--- src/rtl/hilo_if.sv ---
// HI/LO unit bus: EX-stage instruction inputs, divider handshake and HI/LO results.
//   op_valid, funct, rs_data, rt_data : EX-stage instruction and operands
//   div_dataA, div_dataB, div_signal  : latched operands and start code to the divider
//   div_result                        : divider output {remainder, quotient}
//   stall, hilo_out, hi, lo           : pipeline freeze, MFHI/MFLO data, HI/LO registers
// The slave modport is the HI/LO unit; the master modport is its environment.
interface hilo_if;
  logic        op_valid;
  logic [5:0]  funct;
  logic [31:0] rs_data;
  logic [31:0] rt_data;
  logic [31:0] div_dataA;
  logic [31:0] div_dataB;
  logic [5:0]  div_signal;
  logic [63:0] div_result;
  logic        stall;
  logic [31:0] hilo_out;
  logic [31:0] hi;
  logic [31:0] lo;

  modport master (
    output op_valid, funct, rs_data, rt_data, div_result,
    input  div_dataA, div_dataB, div_signal, stall, hilo_out, hi, lo
  );

  modport slave (
    input  op_valid, funct, rs_data, rt_data, div_result,
    output div_dataA, div_dataB, div_signal, stall, hilo_out, hi, lo
  );
endinterface

--- src/rtl/hilo_unit.sv ---
// HI/LO register file and sequencer for a fixed-latency multicycle unsigned divider.
//   clk   : rising-edge clock
//   reset : synchronous, active-high reset
//   bus   : hilo_if slave (instruction in, divider handshake, stall, HI/LO read data)
// A DIVU latches its operands, issues a one-cycle start code, waits the divider latency
// and captures {remainder, quotient} into {HI, LO}. Only HI/LO instructions stall while busy.
module hilo_unit #(
  parameter int unsigned DivLatency = 33,
  parameter logic [5:0]  FunctDivu  = 6'd27,
  parameter logic [5:0]  FunctMfhi  = 6'd16,
  parameter logic [5:0]  FunctMthi  = 6'd17,
  parameter logic [5:0]  FunctMflo  = 6'd18,
  parameter logic [5:0]  FunctMtlo  = 6'd19
) (
  input logic   clk,
  input logic   reset,
  hilo_if.slave bus
);

  localparam logic [5:0] LastCnt = 6'(DivLatency - 1);

  typedef enum logic [1:0] {StIdle, StIssue, StWait, StCapture} state_e;

  state_e      state_q, state_d;
  logic [5:0]  cnt_q, cnt_d;
  logic [31:0] hi_q, hi_d;
  logic [31:0] lo_q, lo_d;
  logic [31:0] a_q, a_d;
  logic [31:0] b_q, b_d;

  logic is_divu, is_mfhi, is_mthi, is_mflo, is_mtlo, hilo_op;

  always_comb begin
    is_divu = bus.funct == FunctDivu;
    is_mfhi = bus.funct == FunctMfhi;
    is_mthi = bus.funct == FunctMthi;
    is_mflo = bus.funct == FunctMflo;
    is_mtlo = bus.funct == FunctMtlo;
    hilo_op = bus.op_valid & (is_divu | is_mfhi | is_mthi | is_mflo | is_mtlo);
  end

  always_comb begin
    state_d = state_q;
    cnt_d   = cnt_q;
    hi_d    = hi_q;
    lo_d    = lo_q;
    a_d     = a_q;
    b_d     = b_q;
    unique case (state_q)
      StIdle: begin
        if (hilo_op) begin
          if (is_divu) begin
            a_d     = bus.rs_data;
            b_d     = bus.rt_data;
            state_d = StIssue;
          end
          if (is_mthi) hi_d = bus.rs_data;
          if (is_mtlo) lo_d = bus.rs_data;
        end
      end
      StIssue: begin
        cnt_d   = '0;
        state_d = StWait;
      end
      StWait: begin
        cnt_d = cnt_q + 6'd1;
        if (cnt_q == LastCnt) state_d = StCapture;
      end
      StCapture: begin
        hi_d    = bus.div_result[63:32];
        lo_d    = bus.div_result[31:0];
        state_d = StIdle;
      end
      default: state_d = StIdle;
    endcase
  end

  always_ff @(posedge clk) begin
    if (reset) begin
      state_q <= StIdle;
      cnt_q   <= '0;
      hi_q    <= '0;
      lo_q    <= '0;
      a_q     <= '0;
      b_q     <= '0;
    end else begin
      state_q <= state_d;
      cnt_q   <= cnt_d;
      hi_q    <= hi_d;
      lo_q    <= lo_d;
      a_q     <= a_d;
      b_q     <= b_d;
    end
  end

  // Start code is decoded from the ISSUE state, so it can never last more than one cycle.
  always_comb begin
    bus.div_signal = (state_q == StIssue) ? FunctDivu : 6'd0;
    bus.stall      = (state_q != StIdle) & hilo_op;
    bus.hilo_out   = is_mfhi ? hi_q : (is_mflo ? lo_q : 32'd0);
    bus.div_dataA  = a_q;
    bus.div_dataB  = b_q;
    bus.hi         = hi_q;
    bus.lo         = lo_q;
  end

endmodule

--- src/flat_wrapper.sv ---
// flat-port wrapper written by rule: the top's interface ports become plain ports
module hilo_unit_flat 
#(
  parameter int unsigned DivLatency = 33,
  parameter logic [5:0]  FunctDivu  = 6'd27,
  parameter logic [5:0]  FunctMfhi  = 6'd16,
  parameter logic [5:0]  FunctMthi  = 6'd17,
  parameter logic [5:0]  FunctMflo  = 6'd18,
  parameter logic [5:0]  FunctMtlo  = 6'd19
)
  (clk, reset, bus_op_valid, bus_funct, bus_rs_data, bus_rt_data, bus_div_result, bus_div_dataA, bus_div_dataB, bus_div_signal, bus_stall, bus_hilo_out, bus_hi, bus_lo);
  hilo_if bus_i ();
  input logic clk;
  input logic reset;
  input wire logic [$bits(bus_i.op_valid)-1:0] bus_op_valid;
  input wire logic [$bits(bus_i.funct)-1:0] bus_funct;
  input wire logic [$bits(bus_i.rs_data)-1:0] bus_rs_data;
  input wire logic [$bits(bus_i.rt_data)-1:0] bus_rt_data;
  input wire logic [$bits(bus_i.div_result)-1:0] bus_div_result;
  output wire logic [$bits(bus_i.div_dataA)-1:0] bus_div_dataA;
  output wire logic [$bits(bus_i.div_dataB)-1:0] bus_div_dataB;
  output wire logic [$bits(bus_i.div_signal)-1:0] bus_div_signal;
  output wire logic [$bits(bus_i.stall)-1:0] bus_stall;
  output wire logic [$bits(bus_i.hilo_out)-1:0] bus_hilo_out;
  output wire logic [$bits(bus_i.hi)-1:0] bus_hi;
  output wire logic [$bits(bus_i.lo)-1:0] bus_lo;
  assign bus_i.op_valid = bus_op_valid;
  assign bus_i.funct = bus_funct;
  assign bus_i.rs_data = bus_rs_data;
  assign bus_i.rt_data = bus_rt_data;
  assign bus_i.div_result = bus_div_result;
  assign bus_div_dataA = bus_i.div_dataA;
  assign bus_div_dataB = bus_i.div_dataB;
  assign bus_div_signal = bus_i.div_signal;
  assign bus_stall = bus_i.stall;
  assign bus_hilo_out = bus_i.hilo_out;
  assign bus_hi = bus_i.hi;
  assign bus_lo = bus_i.lo;
  hilo_unit #(.DivLatency(DivLatency), .FunctDivu(FunctDivu), .FunctMfhi(FunctMfhi), .FunctMthi(FunctMthi), .FunctMflo(FunctMflo), .FunctMtlo(FunctMtlo)) u_core (.clk(clk), .reset(reset), .bus(bus_i));
endmodule
--- config.mk ---
export PLATFORM = sky130hd
export DESIGN_NAME = hilo_unit_flat
export DESIGN_NICKNAME = d
export VERILOG_FILES = /design/src/rtl/hilo_if.sv /design/src/rtl/hilo_unit.sv /design/src/flat_wrapper.sv
export SDC_FILE = /design/constraint.sdc
export NUM_CORES = 1
export LEC_CHECK = 0
export ABC_AREA = 0
export BUFFER_PORTS_ARGS = -buffer_cell sky130_fd_sc_hd__buf_2
export CORE_MARGIN = 2
export CORE_UTILIZATION = 41
export DETAILED_ROUTE_END_ITERATION = 10
export MAX_ROUTING_LAYER = met4
export PLACE_DENSITY = 0.85
export SYNTH_ARGS = -nofsm -noshare
export SYNTH_HDL_FRONTEND = slang
export SYNTH_SLANG_ARGS = --single-unit
--- constraint.sdc ---
create_clock -name clk -period 1.6 [get_ports clk]
set_input_delay 0.08 -clock clk [delete_from_list [all_inputs] [get_ports clk]]
set_output_delay 0.08 -clock clk [all_outputs]
set_load 0.02 [all_outputs]
Word-level counts from Yosys, hierarchy flattened
Index checks and enable logic that the tools add are counted.

word-level totals
  bits in latches = 0
  memories kept = 0
  RAM bits = 0
  flip-flop bits (word level) = 136
  ROM bits = 0

operators by class
  reduce and logical (&&, ||, !) cells = 8
  bitwise gates (word level) = 6
  add/subtract/negate cells = 1
  divide/modulo/power cells = 0
  shift-type cells = 0
  equality and inequality tests = 14
  multiplexer cells = 14
  multipliers = 0
  $lt $le $gt $ge = 0

operators by type and width
  kind                   number
  $mux W32               6
  $pmux W32 S2           2
  $eq A6 B5 Y1 const B   5
  $pmux W6 S2            1
  $reduce_and A3 Y1      4
  $ne A2 B1 Y1 const B   5
  $pmux W2 S4            1
  $add A6 B1 Y6 const B  1
  $eq A6 B6 Y1 const B   1
  $mux W2                3
  $reduce_bool A2 Y1     3
  $mux W5                1
  $eq A2 B2 Y1 const B   2
  $or A1 B1 Y1           4
  $and A1 B1 Y1          2
  $eq A2 B1 Y1 const B   1
  $logic_not A2 Y1       1

Depth between registers and ports, before layout
Gate-level depths: netlist of the first run.

  word-level depth = 8
  gate-level depth with buffers = 8

Worst setup path after synthesis of the first run
OpenSTA, ideal clock, no wires.

  path type = register to register
  from = reg u_core.state_q[1]
  to = reg u_core.hi_q[30], in the netlist u_core.bus.hi[30]
  period minus slack after synthesis = 1659 ps
  buffers on the path = 2
  cell stages (with the launch flop) = 9
  data arrival time = 1584 ps
  setup slack = -59 ps
  cell sequence = dfxtp_1 -> inv_1 -> ha_1 -> buf_2 -> o21bai_1 -> a31oi_1 -> buf_2 -> nand2_1 -> o21ai_0

on the way
  longest elaborated chain between the ends = 3

RTL lines
  element                                                              line             text
  start: declaration                                                   hilo_unit.sv:24  state_e state_q, state_d;
  start signal: assignment                                             hilo_unit.sv:80  state_q <= StIdle;
  start signal: assignment                                             hilo_unit.sv:87  state_q <= state_d;
  $logic_not A2 Y1 or $eq A2 B2 Y1 (tied branches)                     hilo_unit.sv:49  unique case (state_q)
  $ne A2 B1 Y1 (no source line) or $reduce_bool A2 Y1 (tied branches)  --
  $reduce_and A3 Y1 (no source line)                                   --
  end signal: assignment                                               hilo_unit.sv:89  hi_q <= hi_d;
  end: declaration                                                     hilo_unit.sv:26  logic [31:0] hi_q, hi_d;

Several ways; a longest one is shown, not always the timed one.
A chain may end at the register's enable or synchronous reset.

Worst setup path in the final report of the first run
  from = reg u_core.state_q[1]
  to = reg u_core.hi_q[17], in the netlist u_core.bus.hi[17]

Same word-level chain as after synthesis.

==> results of run 1 <==
## cells by family after synthesis
logic type / count (synthesis)
buffers and inverters: 66
multiplexers: 34
adder cells (fa/ha/maj): 6
other: 1
XOR/XNOR: 5
AO/OA/AOI/OAI: 202
AND/OR/NAND/NOR: 284
flip-flops: 136
## sequential cells by signal, summed over array words and instances, names as in the netlist
register              cells
u_core.cnt_q              6
u_core.bus.div_dataB     32
u_core.bus.lo            32
u_core.state_q            2
u_core.bus.div_dataA     32
u_core.bus.hi            32
## routing by layer
metal	part of all wire	vias up	wire [um]	global-route usage
li1	-	3272	-	-
met1	0.38	3133	8230	0.311
met2	0.49	383	10800	0.491
met3	0.090	92	1950	0.0771
met4	0.038	0	839	0.152
met5	0	-	0	-
## cell type report
class,count,share of cell area
Inverter,8,0.00319
Timing Repair Buffer,454,0.330
Clock buffer,26,0.0541
Antenna cell,3,0.000797
Tap cell,180,0.0239
Clock inverter,3,0.00425
Multi-Input combinational cell,533,0.295
Sequential cell,136,0.289
## tightest hold or removal path, stage by stage
cell and delay [ps]:
buf_2 140, nand3_1 80, a21o_1 150, a211oi_1 70
## report_power, final
| part | total [mW] | switching (mW) | internal (mW) |
|---|---|---|---|
| combinational | 2.79 | 1.61 | 1.18 |
| clock | 3.67 | 1.36 | 2.31 |
| sequential | 4.11 | 0.323 | 3.79 |
## cells in the mapped netlist (all sizes together)
cell type / n / area (um2)
o31ai: 1 / 7.51
nor3b: 1 / 7.51
a211oi: 2 / 15.0
nor2b: 32 / 200
a21oi: 129 / 646
and4bb: 1 / 12.5
and2: 1 / 6.26
nand4bb: 1 / 11.3
nand4: 4 / 25.0
mux2i: 34 / 340
and4: 1 / 8.76
conb: 1 / 3.75
nor2: 41 / 154
a31oi: 1 / 6.26
o21bai: 1 / 7.51
xnor2: 1 / 8.76
ha: 6 / 75.1
a41oi: 1 / 16.3
buf: 31 / 183
and3: 1 / 6.26
inv: 8 / 30.0
nand2: 197 / 739
xor2: 4 / 35.0
nand3: 1 / 5.00
nor4b: 1 / 8.76
clkbuf: 27 / 101
dfxtp: 136 / 2720
o41ai: 1 / 8.76
nand2b: 2 / 12.5
a21o: 2 / 15.0
o21ai: 64 / 320
## worst paths after layout
check	slack, ps	cells after the start	start	to
worst max register to register	80	7	u_core.state_q[1]	u_core.bus.hi[17]
worst min-delay path	150	4	bus_funct[3]	u_core.state_q[0]
worst max-delay path	80	7	u_core.state_q[1]	u_core.bus.hi[17]
worst min register to register	450	2	u_core.bus.div_dataA[4]	u_core.bus.div_dataA[4]
## through the flow
stage          hold slack (ps)  cell area [um2]  TNS, ps
3_3_place_gp               319             7540    -9.36
6_report                   155             9420        0
5_1_grt                    189             9420    -2.98
4_1_cts                    146             9390        0
3_5_place_dp               325             7540    -2140
2_1_floorplan              216             5770        0
## timing repair
action,CTS,global route
pin swaps,0,2
hold endpoints to repair,128,0
cloned,0,0
setup endpoints to repair,65,33
hold buffers,128,0
buffers inserted,0,3
gates resized for setup,5,11
==> results.md, run 1 <==
- WS Path Type: flip-flop to flip-flop
- Hpwl dp: 13.4 mm
- Fill cells: 1015
- Max FO, Critical Path: 60
- Worst path cell trace: buf_4, buf_4, ha_4, buf_12, nor2b_1, a21oi_1, o21ai_0
- Die Y: 122 um
- Critical-path top delay cell: dfxtp_2
- Total power: 10.6 mW
- Final Hold Fails: 0
- Vias in the first global route: 6709
- Grt ovf: 0
- Clock Skew: 4.16 ps
- Area of the multi-input gates: 2780 um2
- Compound-Gate Fraction of Synth Area: 0.182
- Clock sinks: 136
- Worst-Skew Late Latency: 410 ps
- First-pass GRT wire length: 32.9 mm
- CORE AREA: 13800 um2
- Final ANT Viol Nets: 0
- Largest family of logic cells by synthesized area: simple AND/OR/NAND/NOR gates
- Die area: 15000 um2
- Port Buf Inserts: 301
- PnR worst setup slack: 81.5 ps
- Cells after DPL: 1181
- CP Data Required Time: 1930 ps
- Max Slew Vio Count: 0
- Mapped Area: 5740 um2
- Gr usage total: 0.290
- Number of remaining DRC errors: 0
- Mux cell area share after synthesis: 0.0593
- Post-layout nets: 1293
- Routed length per instance: 16.2 um
- Netlist cell types: 34
- Initial Util: 0.417
- Crit path arrival time: 1850 ps
- Yosys reg bits: 136
- Placer congestion estimate: 0.841
- Ys Warns: 0
- Clock transition at path regs: 50 ps
- FF/Latch Area: 2730 um2
- Final period util: 0.949
- Fin util: 0.684
- # IOs: 304
- Most common cell on crit path: buf_4
- Largest net degree at the start of global routing: 69
- Post-Synth Adder-Cell Area: 0.0131
- Layout cells sized above 1: 0.315
- Area Growth Syn to Fin: 64.1%
- Sequential-to-total area share from yosys stat: 0.474
- Via/cell ratio: 5.12
- Via count: 6880
- Post-Synth XOR/XNOR Area: 0.00763
- Element type at the critical path start: flip-flop
- Most frequent cells in the layout: buf_2, nand2_1, dfxtp_1
- 1st-pass router iterations: 5
- CP bufs+invs: 3
- CTS tree: built
- Crit. End Element: flip-flop
- Synth Instances: 734
- Min-delay worst type: input pin to flip-flop
- Highest Clock Rate: 659 MHz
- Max Cap Violations: 0
- Peak supply drop: 0.689 mV
- WL final: 21.8 mm
- Cts bufs inserted: 17
- Std cell rows: 43
- Pwr/cell area: 1120 nW/um2
- H-tree depth: 4
- CTS root buf: clkbuf_16
- Most common cell after layout, fill and taps aside: buf_2
- Max incr delay on CP: 320 ps
- Synth Area in Simple Gates: 0.209
- Initial drt markers: 446
- Final Critical Period: 1520 ps
- Buffer depth of the longest clock path: 2
- Leakage power: 4.34 nW
- Overall die width: 122 um
- Crit-path leading delay family: buffers and inverters
- Syn avg cell area: 7.82 um2
- Outcome: complete, no violations
- Place WS: -90.0 ps
- Initial antenna violation count: 2
- Final setup violation count: 0
- Layout Cells excl Fill: 1343
(Power assumes the default switching activity.)
==> run 2, diff against run 1 <==
CORE_UTILIZATION = 45   (was 41)
PLACE_DENSITY = not set   (was 0.85)
PLACE_DENSITY_LB_ADDON = 0.3   (was not set)
clock period = 1.79 ns   (was 1.6 ns; I/O delays follow)
==> run 2 against run 1 <==
Against the previous run:
- cell area fell by 1.8%
- first-iteration DRC count rose by 12%
- clock-buffer cell count did not move
- largest power group unchanged
- critical endpoint is now u_core.bus.hi[22]
- sequential cell count did not move
- routed wire length rose by 1.7%
- via count rose by 1.6%
- sequential power fell by 10%
- register-to-register slack improved by 40 ps
- sequential share of layout area rose by 0.50 points
- core utilization rose by 5.5 points
- highest routed layer unchanged
- clock power fell by 7.9%
==> results.md, run 2 (synthesis results as in run 1) <==
- Reg-to-reg endpoint: u_core.bus.hi[22]
- Setup tns final: 0 ps
- Hpwl dp: 13.7 mm
- Hold WS: 10.2 ps
- WS Path Type: flip-flop to flip-flop
- Placer congestion estimate: 0.892
- Max Slew Vio Count: 0
- Vias in the first global route: 6688
- Most frequent cells in the layout: buf_2, nand2_1, dfxtp_1
- Die area: 13700 um2
- Gr usage total: 0.318
- Via count: 6989
- Port Buf Inserts: 301
- Crit path arrival time: 2010 ps
- Start point of the worst hold path: bus_div_result[16]
- Final Critical Period: 1670 ps
- Grt ovf: 0
- Highest Clock Rate: 598 MHz
- Final ANT Viol Nets: 0
- Hold-critical path depth: 3
- Leakage power: 4.28 nW
- Final Hold Fails: 0
- Layout cells sized above 1: 0.312
- Register-to-Register Setup Slack: 120 ps
- H-tree depth: 4
- RSZ-0062 raised after global routing: false
- Area Growth Syn to Fin: 61.2%
- Element type at the critical path start: flip-flop
- Number of remaining DRC errors: 0
- Largest net degree at the start of global routing: 55
- Most common cell after layout, fill and taps aside: buf_2
- Clock transition at path regs: 60 ps
- Worst Hold Endpoint: u_core.bus.lo[16]
- CORE AREA: 12500 um2
- PnR worst setup slack: 117 ps
- CP Data Required Time: 2120 ps
- Clock sinks: 136
- Cts bufs inserted: 17
- WL final: 22.2 mm
- Buffer depth of the longest clock path: 2
- Crit. Startpoint: u_core.state_q[0]
- Number of diodes: 0
- Initial antenna violation count: 0
- Initial drt markers: 498
- # IOs: 304
- Crit. End Element: flip-flop
- Worst-Skew Late Latency: 410 ps
- Std cell rows: 41
- Outcome: complete, no violations
- CTS root buf: clkbuf_16
- Clock Skew: 4.29 ps
- Overall die width: 117 um
- Pwr/cell area: 1020 nW/um2
- Worst-Margin Slew: 610 ps
- CTS tree: built
- Post-layout nets: 1286
- Final period util: 0.935
- Min-delay worst type: input pin to flip-flop
- Via/cell ratio: 5.26
- Peak supply drop: 0.729 mV
- Final setup violation count: 0
- Layout Cells excl Fill: 1328
- Initial Util: 0.459
- Worst reg-to-reg path cell count: 7
- Routed length per instance: 16.7 um
- Max Cap Violations: 0
- Max-slew headroom: 0.594
- Cells after DPL: 1174
- First-pass GRT wire length: 32.5 mm
- Place WS: 70.7 ps
- # Post-CTS Setup Buffers: 0
- Max FO, Critical Path: 19
- Die Y: 117 um
- 1st-pass router iterations: 7
- RR Startpoint: u_core.state_q[0]
[run 2: cell count changes in the layout (fill, tap and decap cells not counted), sizes merged]
cell | previous run | this run
dlygate4sd3 | 128 | 122
clkinvlp | 0 | 3
diode | 3 | 0
buf | 326 | 325
[run 2: repair_timing]
action | in CTS | in global routing
endpoints found under the hold margin | 122 | 0
endpoints found under the setup margin | 0 | 43
hold buffers | 122 | 0
gates resized for setup | 0 | 7
[run 2: layout make-up]
type	count	area, um2
Inverter	8	30.0
Timing Repair Buffer	447	2960
Tap cell	172	215
Multi-Input combinational cell	533	2740
Sequential cell	136	2720
Clock inverter	6	62.6
Clock buffer	26	519
Fill cell	909	3270
[run 2: stage by stage]
stage	util	power, mW	area (um2)
6_report	0.739	9.41	9250
5_1_grt	0.739	9.79	9250
4_1_cts	0.738	9.36	9240
3_5_place_dp	0.594	5.78	7440
3_3_place_gp	0.594	5.75	7440
2_1_floorplan	-	4.93	5740
[run 2: worst max-delay path by stage]
stage | slack [ps] | endpoint
3_3_place_gp | 130 | u_core.bus.hi[24]
2_1_floorplan | 130 | u_core.bus.hi[30]
5_1_grt | 30 | u_core.bus.lo[15]
3_5_place_dp | 70 | u_core.bus.hi[27]
6_report | 120 | u_core.bus.hi[22]
4_1_cts | 60 | u_core.bus.hi[22]
[run 2: worst max-delay path, cell delays in order (launching register included)]
cell,delay (ps)
dfxtp_1,330
inv_1,70
ha_2,370
o21bai_1,150
a31oi_4,170
buf_4,260
nand2_1,120
o21ai_1,110
[run 2: power by group]
group | switching, mW | total, mW | internal, mW
sequential | 0.306 | 3.69 | 3.38
clock | 1.25 | 3.38 | 2.13
combinational | 1.39 | 2.33 | 0.940
[run 2: per-layer routing]
| layer | vias up | GRT usage | wire, um |
|---|---|---|---|
| met2 | 395 | 0.532 | 10900 |
| met1 | 3246 | 0.350 | 8440 |
| met5 | - | - | 0 |
| met4 | 0 | 0.176 | 1110 |
| li1 | 3250 | - | - |
| met3 | 98 | 0.0742 | 1730 |
==> run 3, diff against run 2 <==
CORE_UTILIZATION = 41   (was 45)
clock period = 1.5 ns   (was 1.79 ns; I/O delays follow)
==> run 3 against run 2 <==
Against the previous run:
- hold slack improved by 36 ps
- highest routed layer unchanged
- sequential share of layout area fell by 1.5 points
- combinational power rose by 34%
==> results.md, run 3 (synthesis results as in run 1) <==
- Outcome: complete, no violations
- Crit path arrival time: 1840 ps
- Routed length per instance: 17.0 um
- Pwr/cell area: 1190 nW/um2
- Most common cell after layout, fill and taps aside: buf_2
- Clock Skew: 7.35 ps
- CTS root buf: clkbuf_16
- Fill cells: 1023
- Overall die width: 122 um
- Max Slew Vio Count: 0
- Port Buf Inserts: 301
- Hold-critical path depth: 3
- Most frequent cells in the layout: buf_2, nand2_1, dfxtp_1
- CORE AREA: 13800 um2
- Number of remaining DRC errors: 0
- Worst path cell trace: inv_2, ha_4, o21bai_4, a41oi_4, buf_12, nand2_1, o21ai_1
- Min-delay worst type: input pin to flip-flop
- Final period util: 0.995
- Place WS: -7.46 ps
- Buffer depth of the longest clock path: 2
- WL final: 23.2 mm
- Max incr delay on CP: 340 ps
- Clock sinks: 136
- Leakage power: 4.48 nW
- Final Hold Fails: 0
- Die area: 15000 um2
- First-pass GRT wire length: 32.6 mm
- Worst reg-to-reg path cell count: 7
- Initial antenna violation count: 1
- Reg-to-reg endpoint: u_core.bus.lo[26]
- Crit. End Element: flip-flop
- Max-slew headroom: 0.659
- 1st-pass router iterations: 5
- Worst Hold Endpoint: u_core.bus.lo[0]
- Die Y: 122 um
- Final setup violation count: 0
- RSZ-0062 raised after global routing: true
- H-tree depth: 4
- Max FO, Critical Path: 21
- Via/cell ratio: 5.08
- Initial drt markers: 440
- Peak supply drop: 0.805 mV
- Placer congestion estimate: 0.803
- Critical-path top delay cell: dfxtp_2
- Gr usage total: 0.294
- Hpwl dp: 14.5 mm
- Final ANT Viol Nets: 0
- Std cell rows: 43
- Layout cells sized above 1: 0.345
- FF/Latch Area: 2730 um2
- Max Cap Violations: 0
- CP bufs+invs: 2
- Final Critical Period: 1490 ps
- Area of the multi-input gates: 2840 um2
- Worst-Margin Slew: 512 ps
- RR Startpoint: u_core.state_q[1]
- Grt ovf: 0
- Largest net degree at the start of global routing: 46
- Clock transition at path regs: 60 ps
- Element type at the critical path start: flip-flop
- Post-layout nets: 1311
- # IOs: 304
- CTS tree: built
- Start point of the worst hold path: bus_div_result[0]
- Highest Clock Rate: 670 MHz
- PnR worst setup slack: 7.38 ps
- Via count: 6922
- WS Path Type: flip-flop to flip-flop
- Register-to-Register Setup Slack: 7 ps
- Area Growth Syn to Fin: 69.8%
- Initial Util: 0.417
- Cts bufs inserted: 17
- Vias in the first global route: 6493
- Hold WS: 46.1 ps
- CP Data Required Time: 1850 ps
- Worst-Skew Late Latency: 420 ps
- Crit-path leading delay family: compound AO/OA/AOI/OAI gates
-- run 3: layout make-up --
class,instances,share of cell area
clock buffers,22,0.0507
diodes,1,0.000257
multi-input cells,533,0.292
clock inverters,10,0.00950
inverters,8,0.00308
well taps,180,0.0231
flip-flops and latches,136,0.280
repair buffers,472,0.342
-- run 3: report_power, final --
part / leakage (nW) / switching (mW) / total, mW / internal [mW]
Sequential: 1.10 / 0.345 / 4.38 / 4.04
Combinational: 3.10 / 1.76 / 3.13 / 1.37
Clock: 0.281 / 1.58 / 4.07 / 2.50
Total: 4.48 / 3.68 / 11.6 / 7.90
-- run 3: per-stage QoR --
stage | utilization | TNS [ps] | cells | area [um2] | power, mW
2_1_floorplan | - | -1580 | 735 | 5790 | 5.95
3_3_place_gp | 0.552 | 0 | 1193 | 7600 | 7.04
3_5_place_dp | 0.552 | -21.0 | 1193 | 7600 | 7.09
4_1_cts | 0.689 | 0 | 1354 | 9490 | 11.5
5_1_grt | 0.707 | -1700 | 1362 | 9740 | 12.1
6_report | 0.707 | 0 | 1362 | 9740 | 11.6
-- run 3: worst max path at each step --
stage	start	endpoint	slack, ps	depth (start not counted)
after global placement	u_core.state_q[1]	u_core.bus.lo[21]	70	7
after detailed placement	u_core.state_q[1]	u_core.bus.hi[7]	-7	7
after CTS	u_core.state_q[1]	u_core.bus.lo[30]	9	7
after global routing	u_core.state_q[1]	u_core.bus.lo[26]	-60	7
after floorplan	u_core.state_q[1]	u_core.bus.div_dataA[10]	-30	7
final	u_core.state_q[1]	u_core.bus.lo[26]	7	7
-- run 3: worst min-delay path, cell delays in order --
cell	delay (ps)
buf_2	120
a21oi_1	90
o21ai_0	140
-- run 3: metal layers --
layer  GRT usage  share of wire  vias up
met4       0.152          0.039        0
met5           -              0        -
li1            -              -     3316
met1       0.321           0.39     3154
met2       0.496           0.49      383
met3      0.0692          0.078       69
-- run 3: what timing repair did --
action / CTS / global route
endpoints found under the hold margin: 127 / 0
resized for setup: 6 / 53
hold buffers: 127 / 0
pin swaps: 2 / 2
buffers inserted: 3 / 2
endpoints found under the setup margin: 16 / 119
cloned: 0 / 5
